$ cat src/rtl/mvp_ahb2apb_bridge.sv
// AHB-Lite slave to APB3 master bridge: one AHB single transfer becomes one APB SETUP/ACCESS pair.
// APB slave errors, bad transfer sizes and PREADY timeouts are returned as a two-cycle AHB ERROR.
module mvp_ahb2apb_bridge #(
  parameter int          AW     = 32,
  parameter int          DW     = 32,
  parameter int unsigned TO_CYC = 255
) (
  input  logic          i_clk,
  input  logic          i_rst,
  input  logic          i_si_hsel,
  input  logic [1:0]    i_si_htrans,
  input  logic          i_si_hwrite,
  input  logic [2:0]    i_si_hsize,
  input  logic [AW-1:0] i_si_haddr,
  input  logic [DW-1:0] i_si_hwdata,
  input  logic          i_si_hready,
  output logic [DW-1:0] o_si_hrdata,
  output logic          o_si_hreadyout,
  output logic          o_si_hresp,
  output logic          o_mi_psel,
  output logic          o_mi_penable,
  output logic          o_mi_pwrite,
  output logic [AW-1:0] o_mi_paddr,
  output logic [DW-1:0] o_mi_pwdata,
  input  logic [DW-1:0] i_mi_prdata,
  input  logic          i_mi_pready,
  input  logic          i_mi_pslverr
);

  typedef enum logic [2:0] {
    S_IDLE, S_WDAT, S_SETUP, S_ACCESS, S_ERR1, S_ERR2
  } state_e;

  localparam logic [31:0] TO_LIM = 32'(TO_CYC);

  state_e        state_q, state_d;
  logic [31:0]   cnt_q, cnt_d;
  logic          accept;
  logic          accept_pt;
  logic          unused_htrans0;

  // htrans[0] only separates SEQ from NONSEQ, which a single-transfer bridge treats alike
  assign unused_htrans0 = i_si_htrans[0];
  assign accept         = i_si_hsel & i_si_htrans[1] & i_si_hready;
  assign accept_pt      = (state_q == S_IDLE) || (state_q == S_ERR2);

  always_comb begin
    state_d = state_q;
    cnt_d   = cnt_q;
    case (state_q)
      S_IDLE, S_ERR2: begin
        if (!accept)                   state_d = S_IDLE;
        else if (i_si_hsize != 3'b010) state_d = S_ERR1;
        else if (i_si_hwrite)          state_d = S_WDAT;
        else                           state_d = S_SETUP;
      end
      S_WDAT:  state_d = S_SETUP;
      S_SETUP: state_d = S_ACCESS;
      S_ACCESS: begin
        if (i_mi_pready) begin
          cnt_d   = '0;
          state_d = i_mi_pslverr ? S_ERR1 : S_IDLE;
        end else if ((TO_LIM != 32'd0) && ((cnt_q + 32'd1) >= TO_LIM)) begin
          cnt_d   = '0;
          state_d = S_ERR1;
        end else begin
          cnt_d   = cnt_q + 32'd1;
        end
      end
      S_ERR1:  state_d = S_ERR2;
      default: state_d = S_IDLE;
    endcase
  end

  // Outputs are registered images of the next state so they line up with state_q
  always_ff @(posedge i_clk or posedge i_rst) begin
    if (i_rst) begin
      state_q        <= S_IDLE;
      cnt_q          <= '0;
      o_mi_psel      <= 1'b0;
      o_mi_penable   <= 1'b0;
      o_mi_pwrite    <= 1'b0;
      o_mi_paddr     <= '0;
      o_mi_pwdata    <= '0;
      o_si_hrdata    <= '0;
      o_si_hreadyout <= 1'b1;
      o_si_hresp     <= 1'b0;
    end else begin
      state_q        <= state_d;
      cnt_q          <= cnt_d;
      o_mi_psel      <= (state_d == S_SETUP) || (state_d == S_ACCESS);
      o_mi_penable   <= (state_d == S_ACCESS);
      o_si_hreadyout <= (state_d == S_IDLE) || (state_d == S_ERR2);
      o_si_hresp     <= (state_d == S_ERR1) || (state_d == S_ERR2);
      if (accept_pt && accept) begin
        o_mi_paddr  <= i_si_haddr;
        o_mi_pwrite <= i_si_hwrite;
      end
      if (state_q == S_WDAT) begin
        o_mi_pwdata <= i_si_hwdata;
      end
      if ((state_q == S_ACCESS) && i_mi_pready && !i_mi_pslverr && !o_mi_pwrite) begin
        o_si_hrdata <= i_mi_prdata;
      end
    end
  end

endmodule

$ cat config.mk
export PLATFORM = sky130hd
export DESIGN_NAME = mvp_ahb2apb_bridge
export DESIGN_NICKNAME = d
export VERILOG_FILES = /design/src/rtl/mvp_ahb2apb_bridge.sv
export SDC_FILE = /design/constraint.sdc
export NUM_CORES = 1
export LEC_CHECK = 0
export ABC_AREA = 1
export CORE_AREA = 2 2 98 138
export DETAILED_ROUTE_END_ITERATION = 16
export DIE_AREA = 0 0 100 140
export GPL_TIMING_DRIVEN = 1
export PLACE_DENSITY_LB_ADDON = 0.05
export SLEW_MARGIN = 20
export SYNTH_ARGS = -nofsm -noshare
export SYNTH_HDL_FRONTEND = slang
export SYNTH_SLANG_ARGS = --single-unit
export TNS_END_PERCENT = 5
$ cat constraint.sdc
create_clock -name i_clk -period 6.5 [get_ports i_clk]
set_clock_uncertainty 0.2 [all_clocks]
set_input_delay 0.65 -clock i_clk [delete_from_list [all_inputs] [get_ports i_clk]]
set_output_delay 0.65 -clock i_clk [all_outputs]
set_load 0.005 [all_outputs]
# Word-level counts from Yosys, hierarchy flattened
# Index checks and enable logic that the tools add are counted.
# Widths: inputs -> output; s select.
[word_totals]
out_inout_bits = 101
regBits = 136
word_cells = 46
input_bits = 108
[classes]
add_sub_neg = 1
eq_ne = 10
reduce_logical = 13
muxes = 9
order_cmp = 1
n_bitwise = 2
[ops]
columns = ["op", "n"]
rows = [
  ["$mux 32", 2],
  ["$add 32x1->32 const B", 1],
  ["$ge 32x8->1 const B", 1],
  ["$mux 3", 5],
  ["$pmux 3 s5", 1],
  ["$eq 3x2->1 const B", 4],
  ["$eq 3x3->1 const B", 4],
  ["$logic_not 3->1", 2],
  ["$logic_and 1x1->1", 4],
  ["$logic_or 1x1->1", 4],
  ["$eq 3x1->1 const B", 1],
  ["$ne 3x2->1 const B", 1],
  ["$and 1x1->1", 2],
  ["$logic_not 1->1", 2],
  ["$mux 2", 1],
  ["$reduce_or 2->1", 1],
]

# Longest topological paths before layout
# Gate-level depths: netlist of the first run.
[logic_depth]
depth_word = 7
mapped_depth = 15
depth_no_buf = 15

# Worst setup path after synthesis of the first run
# OpenSTA, ideal clock, no wires.
[synth_path]
path_type = "reg2reg"
startpoint = "reg cnt_q[0]"
endpoint = "reg cnt_q[0]"
period_less_slack_ps = 2123
required_time_ps = 6226
setup_time_ps = 74
stages_incl_launch_ff = 13
slack_ps = 4377
arrival_ps = 1849
path_cell_list = "dfrtp_1 > ha_1 > nand2_1 > nor2_4 > nand2_1 > o21ai_1 > nand2_1 > nor2_1 > nand2_1 > nor2_2 > nand4_2 > buf_6 > o21ai_2"
[synth_via]
elab_chain_cells = 4
[synth_lines]
columns = ["item", "line_no", "source"]
rows = [
  ["from (decl)", "37", "logic [31:0] cnt_q, cnt_d;"],
  ["from (signal assigned)", "90", "cnt_q <= cnt_d;"],
  ["$add 32x1->32 (*)", "63, 67", ""],
  ["$ge 32x8->1", "63", "end else if ((TO_LIM != 32'd0) && ((cnt_q + 32'd1) >= TO_LIM)) begin"],
  ["$mux 32 (*)", "63", ""],
  ["$mux 32 (*)", "60", "if (i_mi_pready) begin"],
]
# Every way passes the cells marked *; elsewhere a longest branch is shown, timed or not.
# A chain may end at the register's enable or synchronous reset.

# Worst setup path after layout of the first run
[layout_path]
startpoint = "reg cnt_q[0]"
endpoint = "reg cnt_q[7]"
# Same word-level chain as after synthesis.

==> PnR_summary.wiki, run 1 <==
{| class="wikitable"
! Metric !! Value
|-
| Run status || finished clean
|-
| Register-to-register setup slack || 3610 ps
|-
| Signed area change from the synthesized netlist to the final layout || 46.34%
|-
| Cell type of the slowest stage on the worst timing path || sky130_fd_sc_hd__dfrtp_1
|-
| Initial core utilization || 0.4855
|-
| Relative slew margins || 0.3738
|-
| Full die area || 14000 sq um
|-
| Multi-input combinational cell area || 2507 sq um
|-
| Unrepaired setup endpoints after global routing || false
|-
| Remaining DRCs || 0
|-
| First-iteration detailed-routing DRC count || 325
|-
| Ordered cell list for the critical path || ha_1 -> nand2_1 -> nor2_4 -> nand2_1 -> o21ai_1 -> nand2_1 -> nor2_1 -> nand2_1 -> nor2_2 -> nand4_2 -> o21ai_0
|-
| Top fanout value on the critical path || 13
|-
| Area inside the core boundary || 12750 sq um
|-
| Average size of a mapped cell || 9.282 sq um
|-
| Final-report hold violation count || 0
|-
| H-tree levels || 4
|-
| Clock Root Buffer || sky130_fd_sc_hd__clkbuf_16
|-
| Worst slack at placement || 3547 ps
|-
| Clock-pin slew on the worst setup and hold paths || 60 ps
|-
| Number of clock sinks seen by CTS || 136
|-
| Max Cap Viol || 0
|-
| VDD IR-drop max || 0.0002644 V
|-
| Number of synthesized flops with an enable pin || 0
|-
| FF+latch count, synth || 136
|-
| TritonCTS buffer count || 17
|-
| Synth Net Count || 777
|-
| Layout cell share with drive strength beyond 1 || 0.1475
|-
| Placed wire-length estimate || 11450 um
|-
| Min-delay worst type || reg2reg
|-
| Chip width || 100 um
|-
| Share of async-settable or async-resettable flops after synthesis || 1.000
|-
| Area used by sequential logic in the layout || 3405 sq um
|-
| Top cells by count, synth || 226 x sky130_fd_sc_hd__nand2_1, 135 x sky130_fd_sc_hd__dfrtp_1, 78 x sky130_fd_sc_hd__nor2_1
|-
| Count leader, synth || sky130_fd_sc_hd__nand2_1
|-
| Total of hold buffers inserted after clock tree synthesis || 0
|-
| Maximum count of clock buffers along a single path || 2
|-
| Max Slew Vio Count || 0
|-
| First-pass iteration count of the detailed router || 4
|-
| Drt via density || 4.952
|-
| Antenna violation net count after detailed routing || 0
|-
| Total global routing overflow || 0
|-
| Most Frequent Cell on Critical Path || sky130_fd_sc_hd__nand2_1
|-
| Minimum clock period || 2889 ps
|-
| Post-synthesis cell count || 667
|-
| Maximum cell stage delay along the critical path || 450 ps
|-
| Yosys warnings || 0
|-
| Cell area after synthesis || 6191 sq um
|-
| Total detailed-routing wirelength || 15570 um
|-
| Post-layout worst setup margin || 3611 ps
|-
| Number of endpoints failing setup at the final stage || 0
|-
| Fraction of the cycle the final worst path needs || 0.4444
|-
| Row count || 49
|-
| Data required time at the worst endpoint || 6620 ps
|-
| Fillcell total || 1012
|-
| Final net count || 993
|-
| Number of port buffers || 207
|-
| Largest cells by area after synthesis || sky130_fd_sc_hd__dfrtp_1 55%, sky130_fd_sc_hd__nand2_1 14%, sky130_fd_sc_hd__mux2_2 12%
|-
| Total Neg Setup Slack || 0 ps
|-
| Clock latency on the worst-skew pair || 410 ps
|-
| Wire length of the first global-routing pass || 25820 um
|-
| Actual transition at the worst max-transition pin || 939.3 ps
|-
| Maximum number of pins on one net before global-route repair || 77
|-
| Cell type with the highest aggregate area in the netlist || sky130_fd_sc_hd__dfrtp_1
|-
| Routability congestion estimate || 0.8808
|-
| Sequential-to-total area share from yosys stat || 0.5499
|-
| Kind of start point of the critical path || flop
|-
| Top cell type's share of synthesized area || 0.5457
|-
| CTS tree || built
|-
| Leakage || 4.186 nW
|-
| Chip Height || 140 um
|-
| Total of cells resized after clock tree synthesis || 0
|-
| Critical Path Sink Type || flop
|-
| Arr. time, crit path || 3010 ps
|-
| Num ports || 209
|-
| Highest achievable clock rate || 346.2 MHz
|-
| Via count || 5195
|-
| Buffer count from post-CTS setup fixing || 0
|-
| WL per Instance || 14.84 um
|-
| Top flip-flop cell by instance count after synthesis || sky130_fd_sc_hd__dfrtp_1
|-
| Overall fraction of global-route tracks in use || 0.2335
|-
| Synth cell types || 30
|-
| Initial antenna violation count || 1
|-
| Power density cells || 413.8 nW/um^2
|-
| CP Class || reg2reg
|-
| Vias in the first global route || 5510
|}
[kinds of logic after synthesis]
family,synth area share
muxes,0.1164
AOI/OAI and AO/OA,0.02385
buffers and inverters,0.04507
xor gates and xnor gates,0.007073
adders and majority gates,0.004041
DFF,0.5499
and+or+nand+nor,0.2536
[report_power, final]
group | switching (W) | internal, W
clock | 0.000377 | 0.000645
sequential | 0.000195 | 0.00119
combinational | 0.000493 | 0.000851
total | 0.00107 | 0.00268
[registers in the layout, summed over array words and instances (netlist names)]
register        cells
o_si_hresp          1
o_mi_pwdata        32
o_mi_pwrite         1
o_mi_penable        1
o_si_hreadyout      1
state_q             3
o_mi_psel           1
o_mi_paddr         32
cnt_q              32
o_si_hrdata        32
[per-stage QoR]
stage,area [sq um],utilization,hold slack (ps),power (W),cells
3_3_place_gp,8433,0.6613,252.8,0.002702,1017
6_report,9060,0.7105,271.1,0.003749,1049
5_1_grt,9060,0.7105,291.7,0.003967,1049
4_1_cts,9057,0.7103,273.6,0.003793,1048
3_5_place_dp,8433,0.6613,257.3,0.002752,1017
2_1_floorplan,6191,-,265.4,0.001921,667
[cell type report]
cell class / count / share of cell area
timing repair buffer: 213 / 0.2337
antenna: 1 / 0.0002762
multi-input combinational: 459 / 0.2768
tap: 153 / 0.02113
sequential: 136 / 0.3758
clock buffer: 18 / 0.04737
clock inverter: 13 / 0.02154
inverter: 56 / 0.02348
[placed cells by master (no fill, tap or decap), types with 3 or more instances in the layout]
cell / n
sky130_fd_sc_hd__nand4_1: 9
sky130_fd_sc_hd__bufinv_16: 4
sky130_fd_sc_hd__nor2_1: 78
sky130_fd_sc_hd__nor2_4: 4
sky130_fd_sc_hd__mux2_2: 64
sky130_fd_sc_hd__nand2_2: 4
sky130_fd_sc_hd__o21ai_2: 3
sky130_fd_sc_hd__clkinvlp_4: 3
sky130_fd_sc_hd__nand2_1: 226
sky130_fd_sc_hd__clkinv_4: 3
sky130_fd_sc_hd__nand3_1: 30
sky130_fd_sc_hd__nor2_2: 8
sky130_fd_sc_hd__dfrtp_1: 135
sky130_fd_sc_hd__xor2_1: 5
sky130_fd_sc_hd__o22ai_2: 3
sky130_fd_sc_hd__clkbuf_16: 17
sky130_fd_sc_hd__o21ai_0: 6
sky130_fd_sc_hd__inv_6: 3
sky130_fd_sc_hd__o21ai_1: 3
sky130_fd_sc_hd__nand2_4: 3
sky130_fd_sc_hd__clkdlybuf4s50_1: 207
sky130_fd_sc_hd__inv_1: 54
sky130_fd_sc_hd__buf_4: 6
[worst paths after layout]
kind                          startpoint               to  cells after the start
max in group asynchronous          i_rst  o_mi_pwdata[31]                      3
min in group asynchronous          i_rst   o_mi_pwdata[0]                      2
setup / recovery                cnt_q[0]         cnt_q[7]                     11
setup reg to reg                cnt_q[0]         cnt_q[7]                     11
hold / removal             o_mi_paddr[4]    o_mi_paddr[4]                      2
hold reg to reg            o_mi_paddr[4]    o_mi_paddr[4]                      2
[critical path: cells and delay by family (launching register included)]
family                     cells  cell delay (ps)
adders and majority gates      1              320
DFF                            1              450
and+or+nand+nor                8             1370
AOI/OAI and AO/OA              2              450
[routing by layer]
| layer | share of wire | vias up | track usage |
|---|---|---|---|
| li1 | - | 2541 | - |
| met1 | 0.37 | 2438 | 0.2473 |
| met5 | 0 | - | 0 |
| met2 | 0.53 | 179 | 0.4271 |
| met4 | 0.033 | 0 | 0.09445 |
| met3 | 0.070 | 37 | 0.06886 |
No activity file was read; power rests on OpenSTA's default activity.
==> run 2, diff against run 1 <==
- CORE_AREA: 2 2 98 138 -> 2 2 107 151
- DIE_AREA: 0 0 100 140 -> 0 0 109 153
- clock period: 6.5 -> 2.5 ns (I/O delays scaled with it)
==> PnR_summary.wiki, run 2 (synthesized netlist as in run 1, its figures left out) <==
{| class="wikitable"
! Metric !! Value
|-
| First-pass iteration count of the detailed router || 6 (+2)
|-
| Via count || 5299 (+2.0%)
|-
| Layout cell share with drive strength beyond 1 || 0.1802 (+0.03273)
|-
| Leading cell type in the layout, fill and taps excluded || sky130_fd_sc_hd__nand2_1
|-
| Remaining DRCs || 0 (unchanged)
|-
| Ordered cell list for the critical path || ha_2 -> nand2_1 -> nor2_4 -> nand2_2 -> o21ai_1 -> nand2_1 -> nor2_1 -> nand2_1 -> nor2_2 -> nand4_2 -> buf_12 -> nand3_1 -> o21bai_2
|-
| Max Cap Viol || 0 (unchanged)
|-
| VDD IR-drop max || 0.0005717 V (+120%)
|-
| Highest achievable clock rate || 426.3 MHz (+23%)
|-
| Total global routing overflow || 0 (unchanged)
|-
| Clock Root Buffer || sky130_fd_sc_hd__clkbuf_16
|-
| Actual transition at the worst max-transition pin || 619.9 ps (-319.3 ps)
|-
| Top fanout value on the critical path || 13 (unchanged)
|-
| Fraction of the cycle the final worst path needs || 0.9383 (+0.4939)
|-
| Maximum number of pins on one net before global-route repair || 52 (-32%)
|-
| Min-delay worst type || in2async
|-
| Total Neg Setup Slack || 0 ps (unchanged)
|-
| Full die area || 16680 sq um (+19%)
|-
| Max Slew Vio Count || 0 (unchanged)
|-
| Run status || finished clean
|-
| Vias in the first global route || 5564 (+0.98%)
|-
| CTS tree || built
|-
| Reg-to-Reg End || o_si_hreadyout
|-
| H-tree levels || 4 (unchanged)
|-
| Source of the worst register-to-register timing path || cnt_q[1]
|-
| Arr. time, crit path || 2490 ps (-520 ps)
|-
| Post-layout worst setup margin || 154.3 ps (-3457 ps)
|-
| Data required time at the worst endpoint || 2640 ps (-3980 ps)
|-
| Area inside the core boundary || 15340 sq um (+20%)
|-
| Relative slew margins || 0.5858 (+0.2120)
|-
| Fillcell total || 1320 (+30%)
|-
| Pwr Total || 0.009804 W (+160%)
|-
| Number of clock sinks seen by CTS || 136 (unchanged)
|-
| Post-Layout Inst Area || 9286 sq um (+2.5%)
|-
| CP Class || reg2reg
|-
| First-iteration detailed-routing DRC count || 156 (-52%)
|-
| Antenna violation net count after detailed routing || 0 (unchanged)
|-
| Total detailed-routing wirelength || 17000 um (+9.2%)
|-
| Chip width || 109 um (+9.0%)
|-
| Leading cell types in the layout, fill and taps excluded || 222 x sky130_fd_sc_hd__nand2_1, 207 x sky130_fd_sc_hd__clkdlybuf4s50_1, 130 x sky130_fd_sc_hd__dfrtp_1
|-
| Power density cells || 1056 nW/um^2 (+160%)
|-
| Signed area change from the synthesized netlist to the final layout || 50.00%
|-
| Minimum clock period || 2346 ps (-543.0 ps)
|-
| Initial core utilization || 0.4037 (-0.08182)
|-
| Wire length of the first global-routing pass || 27410 um (+6.2%)
|-
| Top Family by Delay on Critical Path || simple AND/OR/NAND/NOR gates
|-
| Initial antenna violation count || 0 (-1)
|-
| Cell type of the slowest stage on the worst timing path || sky130_fd_sc_hd__dfrtp_2
|-
| Maximum cell stage delay along the critical path || 410 ps (-40 ps)
|-
| Reg2reg path depth || 13 (+2)
|-
| Buf/Inv on CP || 1 (+1)
|-
| Standard cell area after detailed placement || 8563 sq um (+1.5%)
|-
| Number of endpoints failing setup at the final stage || 0 (unchanged)
|-
| Number of port buffers || 207 (unchanged)
|-
| Routability congestion estimate || 0.8217 (-6.7%)
|-
| Antenna diodes || 0 (-1)
|-
| Overall fraction of global-route tracks in use || 0.2138 (-0.01964)
|-
| Register-to-register setup slack || 150 ps (-3460 ps)
|-
| Drt via density || 4.791 (-3.3%)
|-
| Placed wire-length estimate || 12580 um (+9.9%)
|-
| Critical Path Sink Type || flop
|-
| TritonCTS buffer count || 17 (unchanged)
|-
| Chip Height || 153 um (+9.3%)
|-
| Most Frequent Cell on Critical Path || sky130_fd_sc_hd__nand2_1
|-
| Num ports || 209 (unchanged)
|-
| Maximum count of clock buffers along a single path || 2 (unchanged)
|-
| Final net count || 1007 (+1.4%)
|-
| Final-report hold violation count || 0 (unchanged)
|-
| Kind of start point of the critical path || flop
|-
| Worst slack at placement || 71.18 ps (-3475 ps)
|-
| Clock latency on the worst-skew pair || 420 ps (about the same)
|-
| Row count || 54 (+10%)
|-
| Leakage || 4.267 nW (+1.9%)
|-
| WL per Instance || 15.37 um (+3.6%)
|-
| Clock-pin slew on the worst setup and hold paths || 60 ps (about the same)
|-
| Fraction of the core area covered by cells at the end of the flow || 0.6055 (-0.1050)
|}
## run 2: cell count changes in the layout (fill, tap and decap cells not counted), sizes merged
cell    delta
inv        +1
diode      -1
buf       +14
clkbuf     +1
clkinv     +1
bufinv     -2
## run 2: where the power goes
part	switching, W	internal (W)	leakage [nW]
Sequential	0.000516	0.00310	1.72
Clock	0.00102	0.00155	0.295
Combinational	0.00136	0.00226	2.25
## run 2: stage by stage
stage | cells | hold slack, ps
2_1_floorplan | 667 | 166.6
3_3_place_gp | 1065 | 254.3
3_5_place_dp | 1065 | 257.6
4_1_cts | 1097 | 55.30
5_1_grt | 1106 | 92.80
6_report | 1106 | 57.67
## run 2: worst max-delay path by stage
stage / startpoint / to / slack (ps) / depth (start not counted)
after global placement: cnt_q[0] / o_si_hreadyout / 100 / 14
after global routing: cnt_q[1] / cnt_q[6] / -10 / 14
after detailed placement: cnt_q[0] / o_si_hreadyout / 70 / 14
after CTS: cnt_q[0] / o_si_hreadyout / 60 / 13
after floorplan: i_rst / cnt_q[0] / 360 / 1
final: cnt_q[1] / o_si_hreadyout / 150 / 13
## run 2: timing repair
action                                  4_1_cts  5_1_grt
resized for setup                             0       18
buffers inserted                              0        9
endpoints found under the setup margin        0       10
hold buffers                                  0        0
## run 2: final cells by class
type                            instances  area (sq um)  area share
Sequential cell                       136          3411      0.3673
Multi-Input combinational cell        459          2545      0.2740
Timing Repair Buffer                  227          2260      0.2433
Clock buffer                           19         452.9     0.04877
Tap cell                              196         245.2     0.02641
Inverter                               56         214.0     0.02304
Clock inverter                         13         158.9     0.01711
## run 2: layer usage
layer | vias to the layer above | track usage | wire length [um]
met5 | - | 0 | 0
met4 | 0 | 0.08669 | 533
met3 | 31 | 0.07761 | 1044
met2 | 136 | 0.3750 | 9011
met1 | 2563 | 0.2280 | 6411
li1 | 2569 | - | -
